## src/rtl/wb_regbank_param_if.sv

```systemverilog
// Pipelined Wishbone slave bundle for the parametrised register bank.
// Signal names keep the slave-side _i/_o direction suffixes.
interface wb_regbank_param_if #(
  parameter int ADR_W = 4
);
  logic              wb_cyc_i;
  logic              wb_stb_i;
  logic              wb_we_i;
  logic [ADR_W+1:2]  wb_adr_i;
  logic [3:0]        wb_sel_i;
  logic [31:0]       wb_dat_i;
  logic              wb_ack_o;
  logic              wb_err_o;
  logic              wb_rty_o;
  logic              wb_stall_o;
  logic [31:0]       wb_dat_o;

  modport slave (
    input  wb_cyc_i, wb_stb_i, wb_we_i, wb_adr_i, wb_sel_i, wb_dat_i,
    output wb_ack_o, wb_err_o, wb_rty_o, wb_stall_o, wb_dat_o
  );

  modport master (
    output wb_cyc_i, wb_stb_i, wb_we_i, wb_adr_i, wb_sel_i, wb_dat_i,
    input  wb_ack_o, wb_err_o, wb_rty_o, wb_stall_o, wb_dat_o
  );
endinterface

```

## src/rtl/wb_regbank_param.sv

```systemverilog
// Wishbone register bank: NUM_REGS byte-lane control registers, a sticky W1C
// event STATUS register with MASK-gated interrupt, and error on unmapped words.
module wb_regbank_param #(
  parameter int          NUM_REGS  = 4,
  parameter int          ADR_W     = 4,
  parameter int          FIELD_W   = 8,
  parameter logic [31:0] RESET_VAL = 32'h0,
  parameter int          EVT_W     = 4
) (
  input  logic                         clk_i,
  input  logic                         rst_i,
  wb_regbank_param_if.slave            wb,
  output logic [NUM_REGS*FIELD_W-1:0]  ctrl_o,
  output logic [NUM_REGS-1:0]          ctrl_wr_o,
  input  logic [EVT_W-1:0]             evt_i,
  output logic                         irq_o
);

  localparam logic [ADR_W-1:0]   ADR_STATUS = ADR_W'(NUM_REGS);
  localparam logic [ADR_W-1:0]   ADR_MASK   = ADR_W'(NUM_REGS + 1);
  localparam logic [FIELD_W-1:0] CTRL_RST   = RESET_VAL[FIELD_W-1:0];

  function automatic logic [31:0] lane_mask(input logic [3:0] sel);
    logic [31:0] m;
    for (int b = 0; b < 4; b++) m[8*b +: 8] = {8{sel[b]}};
    return m;
  endfunction

  function automatic logic [31:0] merge_lanes(input logic [31:0] old_v,
                                              input logic [31:0] new_v,
                                              input logic [31:0] mask);
    return (old_v & ~mask) | (new_v & mask);
  endfunction

  logic [FIELD_W-1:0]  ctrl_q [NUM_REGS];
  logic [FIELD_W-1:0]  ctrl_d [NUM_REGS];
  logic [EVT_W-1:0]    status_q, status_d;
  logic [EVT_W-1:0]    mask_q, mask_d;
  logic [NUM_REGS-1:0] ctrl_wr_q, ctrl_wr_d;
  logic                ack_q, ack_d;
  logic                err_q, err_d;
  logic [31:0]         dat_q, dat_d;
  logic                rd_busy_q, rd_busy_d;
  logic                wr_busy_q, wr_busy_d;

  logic                wr_vld_p0, wr_vld_p1;
  logic [ADR_W-1:0]    wr_adr_p0;
  logic [31:0]         wr_dat_p0;
  logic [3:0]          wr_sel_p0;

  logic                rd_acc, wr_acc;
  logic                rd_hit;
  logic [31:0]         rd_data;
  logic [NUM_REGS-1:0] wr_ctrl_hit;
  logic                wr_status_hit, wr_mask_hit, wr_map;
  logic [31:0]         bm;
  logic [EVT_W-1:0]    clr;

  // A direction stays blocked from accept through its response cycle.
  assign rd_acc = wb.wb_cyc_i & wb.wb_stb_i & ~wb.wb_we_i & ~rd_busy_q;
  assign wr_acc = wb.wb_cyc_i & wb.wb_stb_i &  wb.wb_we_i & ~wr_busy_q;

  always_comb begin
    rd_hit  = 1'b0;
    rd_data = '0;
    for (int i = 0; i < NUM_REGS; i++) begin
      if (wb.wb_adr_i == ADR_W'(i)) begin
        rd_hit  = 1'b1;
        rd_data = 32'(ctrl_q[i]);
      end
    end
    if (wb.wb_adr_i == ADR_STATUS) begin
      rd_hit  = 1'b1;
      rd_data = 32'(status_q);
    end
    if (wb.wb_adr_i == ADR_MASK) begin
      rd_hit  = 1'b1;
      rd_data = 32'(mask_q);
    end
  end

  // Stage p0: registered write address/data/sel, applied at the end of T+1
  always_ff @(posedge clk_i) begin
    if (wr_acc) begin
      wr_adr_p0 <= wb.wb_adr_i;
      wr_dat_p0 <= wb.wb_dat_i;
      wr_sel_p0 <= wb.wb_sel_i;
    end
  end

  always_comb begin
    bm          = lane_mask(wr_sel_p0);
    wr_ctrl_hit = '0;
    for (int i = 0; i < NUM_REGS; i++) begin
      if (wr_vld_p0 && (wr_adr_p0 == ADR_W'(i))) wr_ctrl_hit[i] = 1'b1;
    end
    wr_status_hit = wr_vld_p0 && (wr_adr_p0 == ADR_STATUS);
    wr_mask_hit   = wr_vld_p0 && (wr_adr_p0 == ADR_MASK);
    wr_map        = (|wr_ctrl_hit) | wr_status_hit | wr_mask_hit;

    for (int i = 0; i < NUM_REGS; i++) begin
      ctrl_d[i] = wr_ctrl_hit[i] ? FIELD_W'(merge_lanes(32'(ctrl_q[i]), wr_dat_p0, bm))
                                 : ctrl_q[i];
    end
    clr      = wr_status_hit ? EVT_W'(wr_dat_p0 & bm) : '0;
    // Set is applied after clear so a same-cycle event wins.
    status_d = (status_q & ~clr) | evt_i;
    mask_d   = wr_mask_hit ? EVT_W'(merge_lanes(32'(mask_q), wr_dat_p0, bm)) : mask_q;

    ctrl_wr_d = wr_ctrl_hit;
    ack_d     = (rd_acc & rd_hit)  | (wr_vld_p0 & wr_map);
    err_d     = (rd_acc & ~rd_hit) | (wr_vld_p0 & ~wr_map);
    dat_d     = rd_acc ? rd_data : '0;
    rd_busy_d = rd_acc;
    wr_busy_d = wr_acc | (wr_busy_q & ~wr_vld_p1);
  end

  // Stage p1: architectural state, responses and strobes
  always_ff @(posedge clk_i or posedge rst_i) begin
    if (rst_i) begin
      for (int i = 0; i < NUM_REGS; i++) ctrl_q[i] <= CTRL_RST;
      status_q  <= '0;
      mask_q    <= '0;
      ctrl_wr_q <= '0;
      ack_q     <= 1'b0;
      err_q     <= 1'b0;
      dat_q     <= '0;
      rd_busy_q <= 1'b0;
      wr_busy_q <= 1'b0;
      wr_vld_p0 <= 1'b0;
      wr_vld_p1 <= 1'b0;
    end else begin
      for (int i = 0; i < NUM_REGS; i++) ctrl_q[i] <= ctrl_d[i];
      status_q  <= status_d;
      mask_q    <= mask_d;
      ctrl_wr_q <= ctrl_wr_d;
      ack_q     <= ack_d;
      err_q     <= err_d;
      dat_q     <= dat_d;
      rd_busy_q <= rd_busy_d;
      wr_busy_q <= wr_busy_d;
      wr_vld_p0 <= wr_acc;
      wr_vld_p1 <= wr_vld_p0;
    end
  end

  for (genvar g = 0; g < NUM_REGS; g++) begin : g_ctrl
    assign ctrl_o[g*FIELD_W +: FIELD_W] = ctrl_q[g];
  end

  assign ctrl_wr_o     = ctrl_wr_q;
  assign irq_o         = |(status_q & mask_q);
  assign wb.wb_ack_o   = ack_q;
  assign wb.wb_err_o   = err_q;
  assign wb.wb_rty_o   = 1'b0;
  assign wb.wb_dat_o   = dat_q;
  assign wb.wb_stall_o = wb.wb_cyc_i & wb.wb_stb_i & ~(ack_q | err_q);

endmodule
```

## src/flat_wrapper.sv

```systemverilog
// flat-port wrapper written by rule: the top's interface ports become plain ports
module wb_regbank_param_flat 
#(
  parameter int          NUM_REGS  = 4,
  parameter int          ADR_W     = 4,
  parameter int          FIELD_W   = 8,
  parameter logic [31:0] RESET_VAL = 32'h0,
  parameter int          EVT_W     = 4
)
  (clk_i, rst_i, ctrl_o, ctrl_wr_o, evt_i, irq_o, wb_wb_cyc_i, wb_wb_stb_i, wb_wb_we_i, wb_wb_adr_i, wb_wb_sel_i, wb_wb_dat_i, wb_wb_ack_o, wb_wb_err_o, wb_wb_rty_o, wb_wb_stall_o, wb_wb_dat_o);
  wb_regbank_param_if #(.ADR_W(ADR_W)) wb_i ();
  input  logic clk_i;
  input  logic rst_i;
  output logic [NUM_REGS*FIELD_W-1:0] ctrl_o;
  output logic [NUM_REGS-1:0] ctrl_wr_o;
  input  logic [EVT_W-1:0] evt_i;
  output logic irq_o;
  input wire logic [$bits(wb_i.wb_cyc_i)-1:0] wb_wb_cyc_i;
  input wire logic [$bits(wb_i.wb_stb_i)-1:0] wb_wb_stb_i;
  input wire logic [$bits(wb_i.wb_we_i)-1:0] wb_wb_we_i;
  input wire logic [$bits(wb_i.wb_adr_i)-1:0] wb_wb_adr_i;
  input wire logic [$bits(wb_i.wb_sel_i)-1:0] wb_wb_sel_i;
  input wire logic [$bits(wb_i.wb_dat_i)-1:0] wb_wb_dat_i;
  output wire logic [$bits(wb_i.wb_ack_o)-1:0] wb_wb_ack_o;
  output wire logic [$bits(wb_i.wb_err_o)-1:0] wb_wb_err_o;
  output wire logic [$bits(wb_i.wb_rty_o)-1:0] wb_wb_rty_o;
  output wire logic [$bits(wb_i.wb_stall_o)-1:0] wb_wb_stall_o;
  output wire logic [$bits(wb_i.wb_dat_o)-1:0] wb_wb_dat_o;
  assign wb_i.wb_cyc_i = wb_wb_cyc_i;
  assign wb_i.wb_stb_i = wb_wb_stb_i;
  assign wb_i.wb_we_i = wb_wb_we_i;
  assign wb_i.wb_adr_i = wb_wb_adr_i;
  assign wb_i.wb_sel_i = wb_wb_sel_i;
  assign wb_i.wb_dat_i = wb_wb_dat_i;
  assign wb_wb_ack_o = wb_i.wb_ack_o;
  assign wb_wb_err_o = wb_i.wb_err_o;
  assign wb_wb_rty_o = wb_i.wb_rty_o;
  assign wb_wb_stall_o = wb_i.wb_stall_o;
  assign wb_wb_dat_o = wb_i.wb_dat_o;
  wb_regbank_param #(.NUM_REGS(NUM_REGS), .ADR_W(ADR_W), .FIELD_W(FIELD_W), .RESET_VAL(RESET_VAL), .EVT_W(EVT_W)) u_core (.clk_i(clk_i), .rst_i(rst_i), .wb(wb_i), .ctrl_o(ctrl_o), .ctrl_wr_o(ctrl_wr_o), .evt_i(evt_i), .irq_o(irq_o));
endmodule
```

## config.mk

```make
export PLATFORM = sky130hd
export DESIGN_NAME = wb_regbank_param_flat
export DESIGN_NICKNAME = d
export VERILOG_FILES = /design/src/rtl/wb_regbank_param_if.sv /design/src/rtl/wb_regbank_param.sv /design/src/flat_wrapper.sv
export SDC_FILE = /design/constraint.sdc
export NUM_CORES = 1
export LEC_CHECK = 0
export CORE_ASPECT_RATIO = 0.75
export CORE_MARGIN = 3
export CORE_UTILIZATION = 47
export CTS_CLUSTER_SIZE = 30
export DETAILED_ROUTE_END_ITERATION = 10
export PLACE_DENSITY = 0.89
export SKIP_CTS_REPAIR_TIMING = 1
export SLEW_MARGIN = 20
export SYNTH_ARGS = -nofsm -noshare
export SYNTH_HDL_FRONTEND = slang
export SYNTH_SLANG_ARGS = --single-unit
```

## constraint.sdc

```tcl
create_clock -name clk_i -period 2.9 [get_ports clk_i]
set_input_delay 0.435 -clock clk_i [delete_from_list [all_inputs] [get_ports clk_i]]
set_output_delay 0.435 -clock clk_i [all_outputs]
set_load 0.1 [all_outputs]
```

Word level (Yosys, flattened, before mapping) --
Cells that the tools add are included.
Storage, ports and cells: bits in registers 95, input port bits 49, output and inout port bits 73
Operators by class: eq/ne operators 10, multiplexer cells 18, bitwise gates (word level) 40, reductions and logical operators 10
Operator list (count):
- 2-to-1 mux 8 bit | 7
- bitwise AND 8 bit | 5
- OR 8 bit | 4
- equality test 4 x 2 -> 1 bit, second input constant | 4
- equality test 4 x 3 -> 1 bit, second input constant | 4
- bitwise AND 4 bit | 3
- bitwise AND 1 bit | 11
- 2-to-1 mux 1 bit | 10
- equality test 4 x 1 -> 1 bit, second input constant | 2
- zero test 4 bit | 2
- inverter 8 bit | 1
- OR 4 bit | 2
- OR reduction 4 bit | 2
- inverter 1 bit | 7
- logical AND 1 bit | 6
- OR 1 bit | 6
- 2-to-1 mux 4 bit | 1
- inverter 4 bit | 1

Longest topological paths before layout --
Gate-level depths: netlist (run 1).
word-level depth 10, depth in mapped cells 5, depth with buffers taken out 5

Least setup slack after synthesis (run 1) --
OpenSTA, ideal clock, no wires.
kind register -> output, start reg u_core.ack_q, in the netlist u_core.wb.wb_ack_o, end out wb_wb_stall_o, arrival 2.944 ns, required time 2.465 ns, setup slack -0.479 ns, stages on the path, launching flop included 2, path through dfrtp_1 > nor3_1
Between the ends: longest elaborated chain between the ends 3
RTL lines:
- start: declaration | line wb_regbank_param.sv:40 | logic ack_q, ack_d;
- start signal: assignment | line wb_regbank_param.sv:137 | ack_q <= ack_d;
- OR 1 bit | line wb_regbank_param.sv:157 | assign wb.wb_stall_o = wb.wb_cyc_i & wb.wb_stb_i & ~(ack_q | err_q);
- inverter 1 bit | line wb_regbank_param.sv:157
- bitwise AND 1 bit | line wb_regbank_param.sv:157
- end: declaration | line flat_wrapper.sv:27 | output wire logic [$bits(wb_i.wb_stall_o)-1:0] wb_wb_stall_o;
Every way passes these cells.

Final worst setup path (run 1) --
start in wb_wb_adr_i[2], end reg u_core.dat_q[3], in the netlist u_core.wb.wb_dat_o[3]
Between the ends: longest elaborated chain between the ends 8, elaborated cells on any way between the ends 13
RTL lines:
- start: declaration | line flat_wrapper.sv:21 | input wire logic [$bits(wb_i.wb_adr_i)-1:0] wb_wb_adr_i;
- zero test 4 bit | line wb_regbank_param.sv:67 | if (wb.wb_adr_i == ADR_W'(i)) begin
- 2-to-1 mux 8 bit (4 in a row) | line wb_regbank_param.sv:67
- 2-to-1 mux 8 bit | line wb_regbank_param.sv:72 | if (wb.wb_adr_i == ADR_STATUS) begin
- 2-to-1 mux 8 bit * | line wb_regbank_param.sv:76 | if (wb.wb_adr_i == ADR_MASK) begin
- 2-to-1 mux 8 bit * | line wb_regbank_param.sv:113 | dat_d = rd_acc ? rd_data : '0;
- via u_core.dat_d[3] | line wb_regbank_param.sv:42 | logic [31:0] dat_q, dat_d;
- end signal: assignment | line wb_regbank_param.sv:139 | dat_q <= dat_d;
- end: declaration | line wb_regbank_param.sv:42
Mark *: on every way through the listed nets, which the timed path passes. The rest lies on a longest branch. A chain may end at the register's enable or synchronous reset.

==> results of run 1 <==
cell type report:
class	instances	area, µm²
Fill cell	480	2436
Sequential cell	71	1842
Multi-Input combinational cell	148	1182
Timing Repair Buffer	74	608.1
Clock buffer	9	123.9
Tap cell	81	101.3
Clock inverter	7	96.34
Inverter	6	22.52
placed cells by master, fill, tap and decap left out, types with 3 or more instances in the layout:
cell type / synthesis / routed
clkdlybuf4s50_1: 0 / 21
edfxtp_1: 13 / 13
o21ai_0: 4 / 4
mux2_2: 28 / 28
a31oi_1: 4 / 4
dfrtp_1: 58 / 58
inv_1: 6 / 5
nor2_1: 6 / 6
o221ai_1: 3 / 3
mux2i_1: 4 / 4
mux2_4: 8 / 8
or3_1: 7 / 7
nor2_2: 3 / 3
buf_4: 25 / 53
nor3_1: 5 / 4
clkbuf_8: 0 / 9
a311oi_1: 3 / 3
nor2b_1: 3 / 3
nor3b_2: 2 / 3
clkinvlp_4: 0 / 3
nand2_1: 9 / 9
a21o_1: 5 / 5
a21boi_0: 4 / 4
a21oi_1: 5 / 5
conb_1: 1 / 25
a211oi_1: 3 / 3
cell families (layout without fill, tap and decap cells):
| group | after synthesis | in the layout | synth area share |
|---|---|---|---|
| AO/OA/AOI/OAI | 36 | 36 | 0.07961 |
| AND/OR/NAND/NOR | 46 | 46 | 0.1042 |
| multiplexers | 41 | 41 | 0.1576 |
| other | 1 | 25 | 0.001187 |
| buffers and inverters | 35 | 96 | 0.07445 |
| flip-flops | 71 | 71 | 0.5830 |
metrics by stage:
step	worst slack, ns	instance area [µm²]	util	power, mW	instances
after floorplan	0.3718	3254	-	1.711	254
after global placement	0.6301	3756	0.5858	1.822	380
after detailed placement	0.5972	3756	0.5858	1.835	380
after CTS	0.9612	3976	0.6201	2.692	396
after global routing	0.8236	3976	0.6201	2.773	396
final	0.9123	3976	0.6201	2.668	396
path summary, 6_finish.rpt:
check / slack [ns] / from / to / cells past startpoint
max: 0.91 / wb_wb_adr_i[2] / u_core.wb.wb_dat_o[3] / 5
min: 0.42 / rst_i / async pin / 2
max reg2reg: 1.06 / u_core.wr_adr_p0[0] / flop / 3
min reg2reg: 0.52 / u_core.status_q[2] / u_core.status_q[2] / 1
max in group asynchronous: 1.83 / rst_i / u_core.ctrl_wr_o[2] / 3
min in group clk_i: 0.52 / u_core.status_q[2] / u_core.status_q[2] / 1
per-layer routing:
metal | up-vias | GRT usage
li1 | 944 | -
met1 | 1027 | 0.2449
met2 | 99 | 0.2976
met3 | 13 | 0.07455
met4 | 0 | 0.06595
met5 | - | 0
power by group through the flow:
stage / combinational, mW / clock, mW / sequential (mW)
floorplan: 0.311 / 0 / 1.40
global placement: 0.673 / 0 / 1.15
detailed placement: 0.682 / 0 / 1.15
CTS: 0.683 / 0.876 / 1.13
global route: 0.705 / 0.925 / 1.14
finish: 0.680 / 0.854 / 1.13
==> qor.yml, run 1 <==
netlist_area_um2: 3159
die_h_um: 77.01
drt-total-wl_um: 6938
yosysSeqAreaShare: 0.5830
cts_sinks: 71
clk_latency_ns: 0.34
io_pins: 122
ant_nets: 0
antenna_found_initial: 0
maxCapViolations: 0
yosysWarnings: 0
fin_setup_tns_ns: 0
die-area_um2: 7752
drive_gt1_frac: 0.3810
grt_pass1_wl_um: 11250
first_iter_violations: 117
skew_ns: 0.006186
hpwl_um: 5206
grt_overflow: 0
max_slew_margin: 0.6310
tightest_slew_ns: 0.5517
worst-endpoint-required_ns: 3.11
grt_start_max_net_pins: 23
grt_pass1_vias: 2132
internal_power_mw: 1.704
hold_path_class: "input pin to async pin"
yosysUniqueCellTypes: 41
synth_flop_cell: "dfrtp_1"
yosysMostFrequentCell: "dfrtp_1"
cts_buffers: 9
crit_arrival_ns: 2.20
cpPeakStageDelay_ns: 0.54
std_cell_rows: 25
drv_slew: 0
gp_congestion: 0.8560
route.detailed.drc: 0
nNetsFinal: 359
ys_ff_latch: 71
endpoint_kind: "flop"
rsz0062_at_grt: "no"
syn_avg_cell_area_um2: 13.74
status: "finished clean"
route.met3.wl_um: 640
cts_tree: "done"
area_delta_synth_final_pct: 25.86
initial_core_util: 0.4927
top_layer: "met4"
finalCriticalPeriod_ns: 1.988
dieWidth_um: 100.7
p_clk_frac: 0.320
whs_ns: 0.4181
grt_usage: 0.1918
synth_top_area_share: 0.4594
hold_viol: 0
drt_first_pass_iters: 4
crit_path_start_kind: "input pin"
setup_viol: 0
wl_met1_um: 2823
slowest_stage: "clkdlybuf4s50_1"
ir_drop_mv: 0.3828
synth_top_cells_by_area: "dfrtp_1 (46%), edfxtp_1 (12%), mux2_2 (10%)"
critPathBufInv: 1
viasPerCell: 5.260
path_clk_slew_ns: 0.07
p_switching_mw: 0.9648
clock_path_buffers: 2
wl_per_cell_um: 17.52
comb_power_share: 0.255
p_seq_frac: 0.425
coreArea_um2: 6412
htreeDepth: 3
crit_family: "simple AND/OR/NAND/NOR gates"
p_sw_frac: 0.3616
p_per_area_nw_per_um2: 671.1
vias: 2083
netlist_instances: 230
cts-root-buf: "clkbuf_8"
synth-edff-count: 13
fmax_mhz: 503.1
synthArstFlopShare: 0.8169
post-route-period-util: 0.6854
p_leak_nw: 1.896
timing_worst_setup_path_type: "input pin to flop"
critPathMaxFanout: 9
met2WireLength_um: 3328
synth_top_cell_by_area: "dfrtp_1"
synth_commonest_cells: "dfrtp_1 (58), mux2_2 (28), buf_4 (25), edfxtp_1 (13), nand2_1 (9)"
portBuffers: 69
antenna_cells: 0
path_cells: "clkdlybuf4s50_1 > nor2_2 > o21ai_0 > or3_1 > a221oi_1"
(Power assumes the default switching activity.)
==> run 2: changes to the inputs <==
CORE_UTILIZATION = 44   (was 47)
PLACE_DENSITY = 0.84   (was 0.89)
clock period = 1.9 ns   (was 2.9 ns; I/O delays follow)
==> run 2 against run 1 <==
Compared with the run above: cell area up 6.3%; clock-buffer cell count unchanged; hold slack worse by 0.13 ns; global-route usage up 0.50 points; power up 61%; critical path depth down 2; clock power up 72%; die area up 6.3%; via count up 4.3%; sequential cell count unchanged.
==> qor.yml, run 2 (synthesis results as in run 1) <==
status: "finished clean"
p_sw_frac: 0.3524  # -0.009161
placedCellCount: 415  # +9.2%
fmax_mhz: 573.7
skew_ns: 0.008308  # +0.002121 ns
timing_worst_setup_path_type: "flop to flop"
grt_use_met3: 0.06144  # -0.01311
route.detailed.drc: 0  # unchanged
ant_nets: 0  # unchanged
p_seq_frac: 0.403  # -0.022
grt_pass1_vias: 2272  # +6.6%
cts_buffers: 9  # unchanged
dieWidth_um: 103.8  # +3.2%
maxCapViolations: 0  # unchanged
grtUsageMet1: 0.2611  # +0.01621
place_area_um2: 3984  # +6.1%
io_pins: 122  # unchanged
area_delta_synth_final_pct: 33.82
worst-endpoint-required_ns: 2.15  # -0.96 ns
gp_congestion: 0.9479  # +11%
grt_usage: 0.1968  # +0.005034
p_leak_nw: 2.016  # +6.4%
critPathMaxFanout: 8  # -1
busiest_layer: "met2"
final_cell_mix: "buf_4 (66), dfrtp_1 (56), mux2_2 (28), conb_1 (25), clkdlybuf4s50_1 (21)"
grt_use_met2: 0.3119  # +0.01430
drv_slew: 0  # unchanged
coreArea_um2: 6897  # +7.6%
clk_latency_ns: 0.36  # +0.02 ns
nNetsFinal: 377  # +5.0%
timing.rr.start: "u_core.wr_adr_p0[2]"
die-area_um2: 8244  # +6.3%
hold_path_class: "input pin to async pin"
stdcell_count: 431  # +8.8%
comb_power_share: 0.256  # about the same
finalCriticalPeriod_ns: 1.743
hold_viol: 0  # unchanged
crit_arrival_ns: 1.99  # -0.21 ns
viasPerCell: 5.042  # -4.2%
first_iter_violations: 148  # +26%
fin_area_um2: 4228  # +6.3%
post-route-util: 0.6130  # -0.007072
grt_pass1_wl_um: 12260  # +9.0%
die_h_um: 79.39  # +3.1%
drt-total-wl_um: 7651  # +10%
fillers: 545  # +14%
std_cell_rows: 26  # +4.0%
p_per_area_nw_per_um2: 1017  # +51%
grt_start_max_net_pins: 23  # unchanged
fin_setup_tns_ns: 0  # unchanged
drt_first_pass_iters: 4  # unchanged
initial_core_util: 0.4581  # -0.03459
antenna_found_initial: 0  # unchanged
crit_path_start_kind: "flop"
cts_sinks: 71  # unchanged
drive_gt1_frac: 0.4204  # +0.03947
cts-root-buf: "clkbuf_8"
mostFrequentLayoutCell: "buf_4"
path_clk_slew_ns: 0.08  # about the same
tightest_slew_ns: 0.5163  # -0.03538 ns
internal_power_mw: 2.783  # +63%
cp-startpoint: "u_core.wr_adr_p0[2]"
vias: 2173  # +4.3%
hpwl_um: 5656  # +8.6%
cts_tree: "done"
endpoint_kind: "flop"
portBuffers: 69  # unchanged
post-route-period-util: 0.9174
max_slew_margin: 0.6553  # +0.02424
wl_per_cell_um: 17.75  # +1.3%
ir_drop_mv: 0.7061  # +84%
antenna_cells: 0  # unchanged
rsz0062_at_grt: "no"
p_clk_frac: 0.341  # +0.021
setup_viol: 0  # unchanged
clock_path_buffers: 2  # unchanged
htreeDepth: 3  # unchanged
power_mw: 4.298  # +61%
grt_overflow: 0  # unchanged
p_switching_mw: 1.515  # +57%
-- run 2: cell types whose count changed in the layout (fill, tap and decap cells not counted), sizes merged --
cell | before | now
buf | 53 | 71
clkinvlp | 3 | 1
clkinv | 1 | 2
bufinv | 2 | 3
-- run 2: power groups by stage --
stage / registers (mW) / clock network (mW) / logic [mW]
finish: 1.73 / 1.47 / 1.10
CTS: 1.73 / 1.49 / 1.11
global placement: 1.75 / 0 / 1.09
floorplan: 2.14 / 0 / 0.477
detailed placement: 1.76 / 0 / 1.10
global route: 1.74 / 1.56 / 1.14
-- run 2: layout make-up --
| cell class | count | area, µm² | area share |
|---|---|---|---|
| clock inverters | 7 | 120.1 | 0.02841 |
| repair buffers | 92 | 805.8 | 0.1906 |
| well taps | 98 | 122.6 | 0.02900 |
| flip-flops and latches | 71 | 1844 | 0.4362 |
| clock buffers | 9 | 123.9 | 0.02930 |
| inverters | 6 | 22.52 | 0.005327 |
| multi-input cells | 148 | 1189 | 0.2811 |
-- run 2: per-stage QoR --
stage / setup slack (ns) / hold slack (ns)
2_1_floorplan: 0.05962 / 0.3773
4_1_cts: 0.1445 / 0.2963
6_report: 0.1569 / 0.2841
5_1_grt: 0.08428 / 0.3132
3_5_place_dp: 0.03507 / 0.4925
3_3_place_gp: 0.05830 / 0.4809
-- run 2: layer usage --
layer | wire, µm | part of all wire
met5 | 0 | 0
met4 | 119 | 0.016
met3 | 536 | 0.070
met2 | 3674 | 0.48
met1 | 3321 | 0.43
-- run 2: worst paths after layout --
| check | endpoint | slack, ns | cells after the start |
|---|---|---|---|
| worst min-delay path | async pin | 0.28 | 2 |
| min in group clk_i | u_core.wr_dat_p0[7] | 0.48 | 1 |
| worst max-delay path | flop | 0.16 | 3 |
| max in group asynchronous | u_core.wb.wb_ack_o | 1.12 | 3 |
| worst max register to register | flop | 0.16 | 3 |
| worst min register to register | u_core.wr_busy_q | 0.51 | 1 |
-- run 2: worst max-delay path: stages, from the launching register on --
cell and delay, ns:
edfxtp_1 0.45, or3_1 0.53, nor2_8 0.32, mux2_4 0.34
